`config.mk`:
```
export PLATFORM = sky130hd
export DESIGN_NAME = vx_stream_rsp_router_flat
export DESIGN_NICKNAME = d
export VERILOG_FILES = /design/src/rtl/vx_stream_rsp_router_if.sv /design/src/rtl/vx_stream_rsp_router.sv /design/src/flat_wrapper.sv
export SDC_FILE = /design/constraint.sdc
export NUM_CORES = 1
export LEC_CHECK = 0
export ABC_AREA = 1
export CORE_UTILIZATION = 35
export DETAILED_ROUTE_END_ITERATION = 8
export HOLD_SLACK_MARGIN = 0.02
export PLACE_DENSITY_LB_ADDON = 0.3
export SYNTH_ARGS = -nofsm -noshare
export SYNTH_HDL_FRONTEND = slang
export SYNTH_SLANG_ARGS = --single-unit
```
`constraint.sdc`:
```
create_clock -name clk -period 2.9 [get_ports clk]
set_clock_uncertainty 0.2 [all_clocks]
set_input_delay 0.435 -clock clk [delete_from_list [all_inputs] [get_ports clk]]
set_output_delay 0.435 -clock clk [all_outputs]
set_load 0.005 [all_outputs]
```
`src/rtl/vx_stream_rsp_router_if.sv`:
```
// Handshake bundle for vx_stream_rsp_router: request in/out, response in/out and occupancy.
// The router takes the slave view; the driving environment takes the master view.
interface vx_stream_rsp_router_if #(
  parameter int unsigned NUM_REQS    = 4,
  parameter int unsigned REQ_DATAW   = 32,
  parameter int unsigned RSP_DATAW   = 32,
  parameter int unsigned MAX_PENDING = 8
);
  localparam int unsigned SEL_W  = (NUM_REQS > 1) ? $clog2(NUM_REQS) : 1;
  localparam int unsigned PEND_W = $clog2(MAX_PENDING + 1);

  logic                          req_valid_in;
  logic [REQ_DATAW-1:0]          req_data_in;
  logic [SEL_W-1:0]              req_sel_in;
  logic                          req_ready_in;
  logic                          req_valid_out;
  logic [REQ_DATAW-1:0]          req_data_out;
  logic                          req_ready_out;
  logic                          rsp_valid_in;
  logic [RSP_DATAW-1:0]          rsp_data_in;
  logic                          rsp_ready_in;
  logic [NUM_REQS-1:0]           rsp_valid_out;
  logic [NUM_REQS*RSP_DATAW-1:0] rsp_data_out;
  logic [NUM_REQS-1:0]           rsp_ready_out;
  logic [PEND_W-1:0]             pending_count;

  modport slave (
    input  req_valid_in, req_data_in, req_sel_in, req_ready_out,
    input  rsp_valid_in, rsp_data_in, rsp_ready_out,
    output req_ready_in, req_valid_out, req_data_out,
    output rsp_ready_in, rsp_valid_out, rsp_data_out, pending_count
  );

  modport master (
    output req_valid_in, req_data_in, req_sel_in, req_ready_out,
    output rsp_valid_in, rsp_data_in, rsp_ready_out,
    input  req_ready_in, req_valid_out, req_data_out,
    input  rsp_ready_in, rsp_valid_out, rsp_data_out, pending_count
  );
endinterface

```
`src/rtl/vx_stream_rsp_router.sv`:
```
// Forwards an arbitrated request stream and steers in-order responses back to the requester
// whose sel tag was recorded in a bounded tag FIFO.
module vx_stream_rsp_router #(
  parameter int unsigned NUM_REQS    = 4,
  parameter int unsigned REQ_DATAW   = 32,
  parameter int unsigned RSP_DATAW   = 32,
  parameter int unsigned MAX_PENDING = 8
) (
  input  logic                    clk,
  input  logic                    reset,
  vx_stream_rsp_router_if.slave   bus
);
  localparam int unsigned SEL_W  = (NUM_REQS > 1) ? $clog2(NUM_REQS) : 1;
  localparam int unsigned SELX_W = SEL_W + 1;
  localparam int unsigned PEND_W = $clog2(MAX_PENDING + 1);
  localparam int unsigned PTR_W  = (MAX_PENDING > 1) ? $clog2(MAX_PENDING) : 1;

  logic [SEL_W-1:0]     tag_q [MAX_PENDING];
  logic [PTR_W-1:0]     wr_ptr_q, wr_ptr_d, rd_ptr_q, rd_ptr_d;
  logic [PEND_W-1:0]    count_q, count_d;
  logic                 out_v_q, out_v_d;
  logic [SEL_W-1:0]     out_sel_q, out_sel_d;
  logic [RSP_DATAW-1:0] out_data_q, out_data_d;
  logic [REQ_DATAW-1:0] req_data;
  logic                 full, empty, slot_free, req_fire, rsp_fire;

  function automatic logic [PTR_W-1:0] ptr_inc(input logic [PTR_W-1:0] p);
    return (p == PTR_W'(MAX_PENDING - 1)) ? '0 : p + PTR_W'(1);
  endfunction

  // Full/empty come from the registered count only, so a same-cycle pop never unblocks a push.
  assign full      = (count_q == PEND_W'(MAX_PENDING));
  assign empty     = (count_q == '0);
  assign slot_free = ~out_v_q | bus.rsp_ready_out[out_sel_q];

  assign req_data          = bus.req_data_in;
  assign bus.req_data_out  = req_data;
  assign bus.req_valid_out = reset & bus.req_valid_in & ~full;
  assign bus.req_ready_in  = reset & bus.req_ready_out & ~full;
  assign bus.rsp_ready_in  = reset & ~empty & slot_free;
  assign bus.pending_count = count_q;
  assign bus.rsp_data_out  = {NUM_REQS{out_data_q}};

  assign req_fire = bus.req_valid_in & bus.req_ready_in;
  assign rsp_fire = bus.rsp_valid_in & bus.rsp_ready_in;

  always_comb begin
    bus.rsp_valid_out = '0;
    for (int i = 0; i < NUM_REQS; i++) begin
      bus.rsp_valid_out[i] = out_v_q && (out_sel_q == SEL_W'(i));
    end
  end

  always_comb begin
    wr_ptr_d   = wr_ptr_q;
    rd_ptr_d   = rd_ptr_q;
    count_d    = count_q;
    out_v_d    = out_v_q;
    out_sel_d  = out_sel_q;
    out_data_d = out_data_q;
    if (req_fire) wr_ptr_d = ptr_inc(wr_ptr_q);
    if (rsp_fire) rd_ptr_d = ptr_inc(rd_ptr_q);
    case ({req_fire, rsp_fire})
      2'b10:   count_d = count_q + PEND_W'(1);
      2'b01:   count_d = count_q - PEND_W'(1);
      default: count_d = count_q;
    endcase
    if (rsp_fire) begin
      out_v_d    = 1'b1;
      out_sel_d  = tag_q[rd_ptr_q];
      out_data_d = bus.rsp_data_in;
    end else if (out_v_q && bus.rsp_ready_out[out_sel_q]) begin
      out_v_d = 1'b0;
    end
  end

  always_ff @(posedge clk) begin
    if (!reset) begin
      wr_ptr_q <= '0;
      rd_ptr_q <= '0;
      count_q  <= '0;
      out_v_q  <= 1'b0;
    end else begin
      wr_ptr_q   <= wr_ptr_d;
      rd_ptr_q   <= rd_ptr_d;
      count_q    <= count_d;
      out_v_q    <= out_v_d;
      out_sel_q  <= out_sel_d;
      out_data_q <= out_data_d;
    end
  end

  // Tag storage needs no reset: only slots between the pointers are ever read.
  always_ff @(posedge clk) begin
    if (req_fire) tag_q[wr_ptr_q] <= bus.req_sel_in;
  end

  a_no_push_full: assert property (@(posedge clk) disable iff (!reset) req_fire |-> !full);
  a_no_pop_empty: assert property (@(posedge clk) disable iff (!reset) rsp_fire |-> !empty);
  a_sel_range:    assert property (@(posedge clk) disable iff (!reset)
                                   req_fire |-> ({1'b0, bus.req_sel_in} < SELX_W'(NUM_REQS)));
endmodule

```
`src/flat_wrapper.sv`:
```
// flat-port wrapper written by rule: the top's interface ports become plain ports
module vx_stream_rsp_router_flat 
#(
  parameter int unsigned NUM_REQS    = 4,
  parameter int unsigned REQ_DATAW   = 32,
  parameter int unsigned RSP_DATAW   = 32,
  parameter int unsigned MAX_PENDING = 8
)
  (clk, reset, bus_req_valid_in, bus_req_data_in, bus_req_sel_in, bus_req_ready_out, bus_rsp_valid_in, bus_rsp_data_in, bus_rsp_ready_out, bus_req_ready_in, bus_req_valid_out, bus_req_data_out, bus_rsp_ready_in, bus_rsp_valid_out, bus_rsp_data_out, bus_pending_count);
  vx_stream_rsp_router_if #(.NUM_REQS(NUM_REQS), .REQ_DATAW(REQ_DATAW), .RSP_DATAW(RSP_DATAW), .MAX_PENDING(MAX_PENDING)) bus_i ();
  input  logic clk;
  input  logic reset;
  input wire logic [$bits(bus_i.req_valid_in)-1:0] bus_req_valid_in;
  input wire logic [$bits(bus_i.req_data_in)-1:0] bus_req_data_in;
  input wire logic [$bits(bus_i.req_sel_in)-1:0] bus_req_sel_in;
  input wire logic [$bits(bus_i.req_ready_out)-1:0] bus_req_ready_out;
  input wire logic [$bits(bus_i.rsp_valid_in)-1:0] bus_rsp_valid_in;
  input wire logic [$bits(bus_i.rsp_data_in)-1:0] bus_rsp_data_in;
  input wire logic [$bits(bus_i.rsp_ready_out)-1:0] bus_rsp_ready_out;
  output wire logic [$bits(bus_i.req_ready_in)-1:0] bus_req_ready_in;
  output wire logic [$bits(bus_i.req_valid_out)-1:0] bus_req_valid_out;
  output wire logic [$bits(bus_i.req_data_out)-1:0] bus_req_data_out;
  output wire logic [$bits(bus_i.rsp_ready_in)-1:0] bus_rsp_ready_in;
  output wire logic [$bits(bus_i.rsp_valid_out)-1:0] bus_rsp_valid_out;
  output wire logic [$bits(bus_i.rsp_data_out)-1:0] bus_rsp_data_out;
  output wire logic [$bits(bus_i.pending_count)-1:0] bus_pending_count;
  assign bus_i.req_valid_in = bus_req_valid_in;
  assign bus_i.req_data_in = bus_req_data_in;
  assign bus_i.req_sel_in = bus_req_sel_in;
  assign bus_i.req_ready_out = bus_req_ready_out;
  assign bus_i.rsp_valid_in = bus_rsp_valid_in;
  assign bus_i.rsp_data_in = bus_rsp_data_in;
  assign bus_i.rsp_ready_out = bus_rsp_ready_out;
  assign bus_req_ready_in = bus_i.req_ready_in;
  assign bus_req_valid_out = bus_i.req_valid_out;
  assign bus_req_data_out = bus_i.req_data_out;
  assign bus_rsp_ready_in = bus_i.rsp_ready_in;
  assign bus_rsp_valid_out = bus_i.rsp_valid_out;
  assign bus_rsp_data_out = bus_i.rsp_data_out;
  assign bus_pending_count = bus_i.pending_count;
  vx_stream_rsp_router #(.NUM_REQS(NUM_REQS), .REQ_DATAW(REQ_DATAW), .RSP_DATAW(RSP_DATAW), .MAX_PENDING(MAX_PENDING)) u_core (.clk(clk), .reset(reset), .bus(bus_i));
endmodule
```
==> results of run 1 <==
[area by class of cell]
cell class              instances  area [µm²]  share of cell area [%]
clock buffers                   9         124                    2.70
clock inverters                 7        48.8                    1.06
inverters                      20        75.1                    1.64
multi-input cells             111         618                    13.5
flip-flops and latches         61        1720                    37.6
well taps                     129         161                    3.52
repair buffers                184        1830                    40.0
[per-layer routing]
metal / GRT usage (%) / wire length [µm] / up-vias
li1: - / - / 1050
met1: 16.7 / 3000 / 1007
met2: 24.4 / 3750 / 123
met3: 7.17 / 724 / 5
met4: 4.35 / 47 / 0
met5: 0 / 0 / -
[per-stage QoR]
step                hold WS [ns]  power, µW
global placement           0.315       1520
floorplan                  0.288       1340
global route               0.347       2280
CTS                        0.323       2200
finish                     0.323       2170
detailed placement         0.309       1530
[synthesized netlist by cell type]
| cell | number |
|---|---|
| a21oi_1 | 10 |
| a21oi_2 | 1 |
| a31oi_1 | 2 |
| and3_1 | 1 |
| buf_2 | 2 |
| buf_4 | 128 |
| dfxtp_1 | 11 |
| edfxtp_1 | 50 |
| fa_1 | 1 |
| ha_1 | 7 |
| inv_1 | 19 |
| inv_2 | 1 |
| nand2_1 | 34 |
| nand3_1 | 1 |
| nand3_2 | 2 |
| nand3_4 | 1 |
| nand4_4 | 1 |
| nor2_1 | 24 |
| nor2_2 | 5 |
| nor3_1 | 4 |
| o21ai_0 | 13 |
| or2_4 | 1 |
| xnor2_1 | 3 |
[cells by family (layout without fill, tap and decap cells)]
logic type,count (synthesis),after routing,share of synthesized area (%)
buffers and inverters,150,220,30.9
xor gates and xnor gates,3,3,0.776
DFF,61,61,50.8
adders and majority gates,8,8,3.18
AOI/OAI and AO/OA,26,26,4.03
and+or+nand+nor,74,74,10.3
[placed cells by master (no fill, tap or decap)]
| master | n |
|---|---|
| nand3_2 | 2 |
| a31oi_1 | 2 |
| a21oi_2 | 1 |
| o21ai_0 | 13 |
| a21oi_1 | 10 |
| clkinv_4 | 2 |
| inv_6 | 2 |
| nand3_4 | 1 |
| edfxtp_1 | 50 |
| nor3_1 | 4 |
| nor2_2 | 5 |
| nand3_1 | 1 |
| and3_1 | 1 |
| buf_4 | 3 |
| inv_2 | 1 |
| dfxtp_1 | 11 |
| clkdlybuf4s50_1 | 181 |
| nor2_1 | 24 |
| clkinv_1 | 1 |
| inv_1 | 19 |
| ha_1 | 7 |
| clkbuf_8 | 9 |
| nand4_4 | 1 |
| or2_4 | 1 |
| clkinv_2 | 2 |
| fa_1 | 1 |
| xnor2_1 | 3 |
| nand2_1 | 34 |
[power by group]
part	total, µW	switching [µW]	internal (µW)	leakage, µW
registers	1060	53.2	1010	0.000544
logic	446	164	282	0.00109
clock network	665	352	313	0.0000914
[critical path, cell delays in order]
cell,delay [ns]
clkdlybuf4s50_1,0.48
inv_1,0.10
a21oi_2,0.19
nand2_1,0.08
inv_1,0.05
clkdlybuf4s50_1,0.50
[state kept, by name, summed over array words and instances, names as in the netlist]
name                      count
u_core.out_sel_q              2
u_core.tag_q                 16
u_core.bus.pending_count      4
u_core.out_data_q            32
u_core.wr_ptr_q               3
u_core.rd_ptr_q               3
u_core.out_v_q                1
[path summary, 6_finish.rpt]
path	startpoint	endpoint	slack [ns]	depth (start not counted)
worst max-delay path	reset	bus_rsp_ready_in	0.43	6
worst min-delay path	u_core.wr_ptr_q[0]	u_core.wr_ptr_q[0]	0.32	2
worst min register to register	u_core.wr_ptr_q[0]	u_core.wr_ptr_q[0]	0.32	2
worst max register to register	u_core.out_sel_q[0]	u_core.bus.pending_count[3]	0.46	14
==> flow_metrics.tcl, run 1 <==
set metrics [dict create \
    routed_via_density 4.19 \
    placed_cell_area_mm2 0.00441 \
    yosys_warnings 0 \
    ys_ff_latch 61 \
    setup_viol 0 \
    hold_viol_final 0 \
    layoutNonFillerInstCount 521 \
    grt_pass1_wl_mm 11.0 \
    yosys.area.top_type "edfxtp_1" \
    grt_pass1_vias 2025 \
    yosys-top-cells-area "edfxtp_1, buf_4, dfxtp_1" \
    rows 35 \
    antenna_found_initial 0 \
    clockBufferDepth 2 \
    antennaDiodeCount 0 \
    numPlacedInstances 505 \
    setup_ws_ns 0.430 \
    wl_mm 7.52 \
    critPathRequiredTime_ns 2.27 \
    clock_latency_ns 0.33 \
    hpwl_mm 6.07 \
    tritoncts "yes" \
    fill_cells 862 \
    setup_tns_ns 0 \
    rsz0062_at_grt "false" \
    pin_count 246 \
    worst_slew_pin_slew_ns 0.372 \
    hold_path_class "reg2reg" \
    ant_nets 0 \
    arrival_ns 1.84 \
    place_ws_ns 0.0935 \
    synthCells 322 \
    post-route-period-util_pct 85.2 \
    cp-end-kind "primary output" \
    fmax_mhz 405 \
    hold_buffers 0 \
    yosysTopAreaCellShare_pct 44.3 \
    powerDensity_mw_per_mm2 473 \
    syn-num-nets 405 \
    track_usage_pct 14.7 \
    syn-cell-area_mm2 0.00339 \
    grt_max_degree 19 \
    status "completed" \
    max-vdd-ir-drop_mv 0.274 \
    htree_levels 3 \
    ys_seq_area_share_pct 50.8 \
    crit_fanout 5 \
    start_util_pct 36.5 \
    leakagePower_uw 0.00172 \
    min_period_ns 2.47 \
    core-area_mm2 0.00928 \
    area_growth_pct 35.4 \
    numCtsBuffers 9 \
    portBuffers 181 \
    cts_setup_buffers 0 \
    place.gp.congestion 0.719 \
    ctsRootBufferMaster "clkbuf_8" \
    finalMaxSlewViolations 0 \
    vias 2185 \
    drtPass1Iterations 4 \
    die_h_um 100 \
    clk_pin_slew_ns 0.06 \
    drc 0 \
    postLayoutCoreUtil_pct 49.4 \
    grt_overflow 0 \
    drt_iter0_markers 42 \
    cts_resized 0 \
    wl_per_cell_um 14.4 \
    final_nets 470 \
    die_w_um 100 \
    drive_gt1_share_pct 7.65 \
    cp-start-kind "primary input" \
    critical_path_class "in2out" \
    cts.sinks 61 \
    dieArea_mm2 0.0101 \
    cap_viol_max_count 0 \
    syn_avg_cell_area_um2 10.5 \
    final_area_mm2 0.00458 \
    ys_types 23 \
    maxSlewHeadroom_pct 75.1 \
]
No activity file was read; power rests on OpenSTA's default activity.
==> run 2, diff against run 1 <==
--- a/config.mk
+++ b/config.mk
@@ -6,6 +6,7 @@
 export NUM_CORES = 1
 export LEC_CHECK = 0
 export ABC_AREA = 1
+export ABC_CLOCK_PERIOD_IN_PS = 2900
 export CORE_UTILIZATION = 35
 export DETAILED_ROUTE_END_ITERATION = 8
 export HOLD_SLACK_MARGIN = 0.02
==> results of run 2 <==
The final DEF is identical to that of run 1; final timing and power are the same.
==> run 3, diff against run 2 <==
--- a/config.mk
+++ b/config.mk
@@ -7,6 +7,7 @@
 export LEC_CHECK = 0
 export ABC_AREA = 1
 export ABC_CLOCK_PERIOD_IN_PS = 2900
+export CORE_MARGIN = 3
 export CORE_UTILIZATION = 35
 export DETAILED_ROUTE_END_ITERATION = 8
 export HOLD_SLACK_MARGIN = 0.02
==> run 3 against run 2 <==
Against the previous run:
- first-iteration DRC count up 2.4%
- wire length is 4.3% higher
- utilization up 0.33 points
- design area rose by 1.1%
- global-route usage is 0.42 points lower
- clock power is 11% higher
- non-clock buffer count unchanged
- final cell count unchanged
- hold slack gained 0.017 ns
- fmax hardly changed
- register-to-register slack better by 0.03 ns
- critical path type unchanged
==> flow_metrics.tcl, run 3 (same netlist as run 1, synthesis figures left out) <==
set metrics [dict create \
    post-route-period-util_pct 85.1 \
    cap_viol_max_count 0 \
    crit_chain "clkdlybuf4s50_1 -> inv_1 -> a21oi_2 -> nand2_1 -> inv_1 -> clkdlybuf4s50_1" \
    layout_common_cells "clkdlybuf4s50_1, edfxtp_1, nand2_1" \
    wl_per_cell_um 15.1 \
    drc 0 \
    finalMaxSlewViolations 0 \
    grt_pass1_vias 2180 \
    leakagePower_uw 0.00173 \
    postLayoutCoreUtil_pct 49.7 \
    r2r-end "u_core.bus.pending_count[3]" \
    wl_mm 7.85 \
    cp_slowest_stage_delay_ns 0.51 \
    vias 2175 \
    hold_ws_ns 0.340 \
    area_growth_pct 36.9 \
    ctsRootBufferMaster "clkbuf_8" \
    hold_viol_final 0 \
    combPwrFrac_pct 20.2 \
    clk_pin_slew_ns 0.06 \
    cts_setup_buffers 0 \
    power.total_uw 2250 \
    largest_register_ffs 32 \
    clockBufferDepth 2 \
    hold_buffers 0 \
    setup_viol 0 \
    slowest_stage "clkdlybuf4s50_1" \
    hold_path_class "reg2reg" \
    critPathTopFamily "buffers and inverters" \
    clock_latency_ns 0.34 \
    r2r-start "u_core.out_sel_q[0]" \
    powerDensity_mw_per_mm2 486 \
    numCtsBuffers 9 \
    worstHoldEndpoint "u_core.wr_ptr_q[2]" \
    antenna_found_initial 0 \
    critPathRequiredTime_ns 2.27 \
    start_util_pct 36.3 \
    ff2ff_path_depth 14 \
    die_w_um 104 \
    p_sw_uw 560 \
    cp-start-kind "primary input" \
    hold_start "u_core.wr_ptr_q[2]" \
    min_period_ns 2.47 \
    setup_tns_ns 0 \
    antennaDiodeCount 0 \
    place.gp.congestion 0.731 \
    worst_slew_pin_slew_ns 0.351 \
    arrival_ns 1.83 \
    dieArea_mm2 0.0109 \
    track_usage_pct 14.3 \
    tritoncts "yes" \
    fmax_mhz 405 \
    cts.sinks 61 \
    htree_levels 3 \
    maxSlewHeadroom_pct 76.6 \
    drive_gt1_share_pct 7.91 \
    cp-end-kind "primary output" \
    crit_buf_inv 4 \
    drtPass1Iterations 4 \
    grt_max_degree 18 \
    die_h_um 104 \
    p_seq_share_pct 47.0 \
    critical_path_class "in2out" \
    rows 35 \
    ant_nets 0 \
    grt_overflow 0 \
    switching_share_pct 24.8 \
    routed_via_density 4.17 \
    pin_count 246 \
    final_nets 470 \
    top_register "u_core.out_data_q" \
    holdPathStages 2 \
    p_clk_share_pct 32.8 \
    grt_pass1_wl_mm 12.2 \
    final_common_cell "clkdlybuf4s50_1" \
    drt_iter0_markers 43 \
    portBuffers 181 \
    rsz0062_at_grt "false" \
    p_int_uw 1690 \
    max-vdd-ir-drop_mv 0.300 \
    cts_resized 0 \
    fill_cells 859 \
    core-area_mm2 0.00933 \
    crit_fanout 5 \
    hpwl_mm 6.38 \
    status "completed" \
    reg2reg_slack_ns 0.49 \
]
## run 3: changes by cell type in the layout (fill, tap and decap cells not counted), sizes merged
cell,previous run,this run
bufinv,0,1
clkinvlp,0,2
inv,22,20
clkinv,5,4
## run 3: cell type report
class	instances	area (µm²)	area share [%]
repair buffers	184	1860	40.1
flip-flops and latches	61	1720	37.1
multi-input cells	111	618	13.3
well taps	129	161	3.48
clock buffers	9	124	2.67
clock inverters	7	76.3	1.65
inverters	20	75.1	1.62
## run 3: power groups by stage
stage / Clock (µW) / Sequential (µW) / Combinational (µW)
2_1_floorplan: 0 / 1070 / 272
4_1_cts: 766 / 1060 / 462
5_1_grt: 807 / 1070 / 493
3_5_place_dp: 0 / 1080 / 461
3_3_place_gp: 0 / 1080 / 457
6_report: 739 / 1060 / 455
## run 3: how the worst max path moves through the flow
stage / start / end / slack (ns) / cells past startpoint
3_3_place_gp: reset / u_core.bus.pending_count[2] / 0.20 / 11
3_5_place_dp: reset / u_core.bus.pending_count[3] / 0.09 / 12
6_report: reset / bus_rsp_ready_in / 0.43 / 6
5_1_grt: u_core.out_sel_q[0] / u_core.bus.pending_count[3] / 0.27 / 14
2_1_floorplan: u_core.out_sel_q[0] / u_core.bus.pending_count[3] / 0.73 / 13
4_1_cts: u_core.out_sel_q[0] / bus_rsp_ready_in / 0.38 / 8
## run 3: per-layer routing
| layer | vias up | global-route usage [%] | wire (µm) |
|---|---|---|---|
| met3 | 9 | 7.95 | 866 |
| met1 | 985 | 14.4 | 2880 |
| met2 | 129 | 25.1 | 4010 |
| met4 | 0 | 4.27 | 91 |
| met5 | - | 0 | 0 |
| li1 | 1052 | - | - |
## run 3: through the flow
| step | cells | instance area [µm²] | setup WS (ns) |
|---|---|---|---|
| global placement | 505 | 4440 | 0.195 |
| detailed placement | 505 | 4440 | 0.0884 |
| floorplan | 322 | 3390 | 0.731 |
| CTS | 521 | 4640 | 0.385 |
| global route | 521 | 4640 | 0.270 |
| finish | 521 | 4640 | 0.431 |
## run 3: worst register-to-register path, cell delays in order (launching register included)
cell and delay [ns]:
edfxtp_1 0.46, inv_2 0.11, nand2_1 0.05, nand2_1 0.05, nand2_1 0.06, nand3_2 0.13
nand3_4 0.12, inv_1 0.08, ha_1 0.23, ha_1 0.29, a21oi_1 0.15, nand2_1 0.08
xnor2_1 0.14, nand2_1 0.07, a21oi_1 0.11
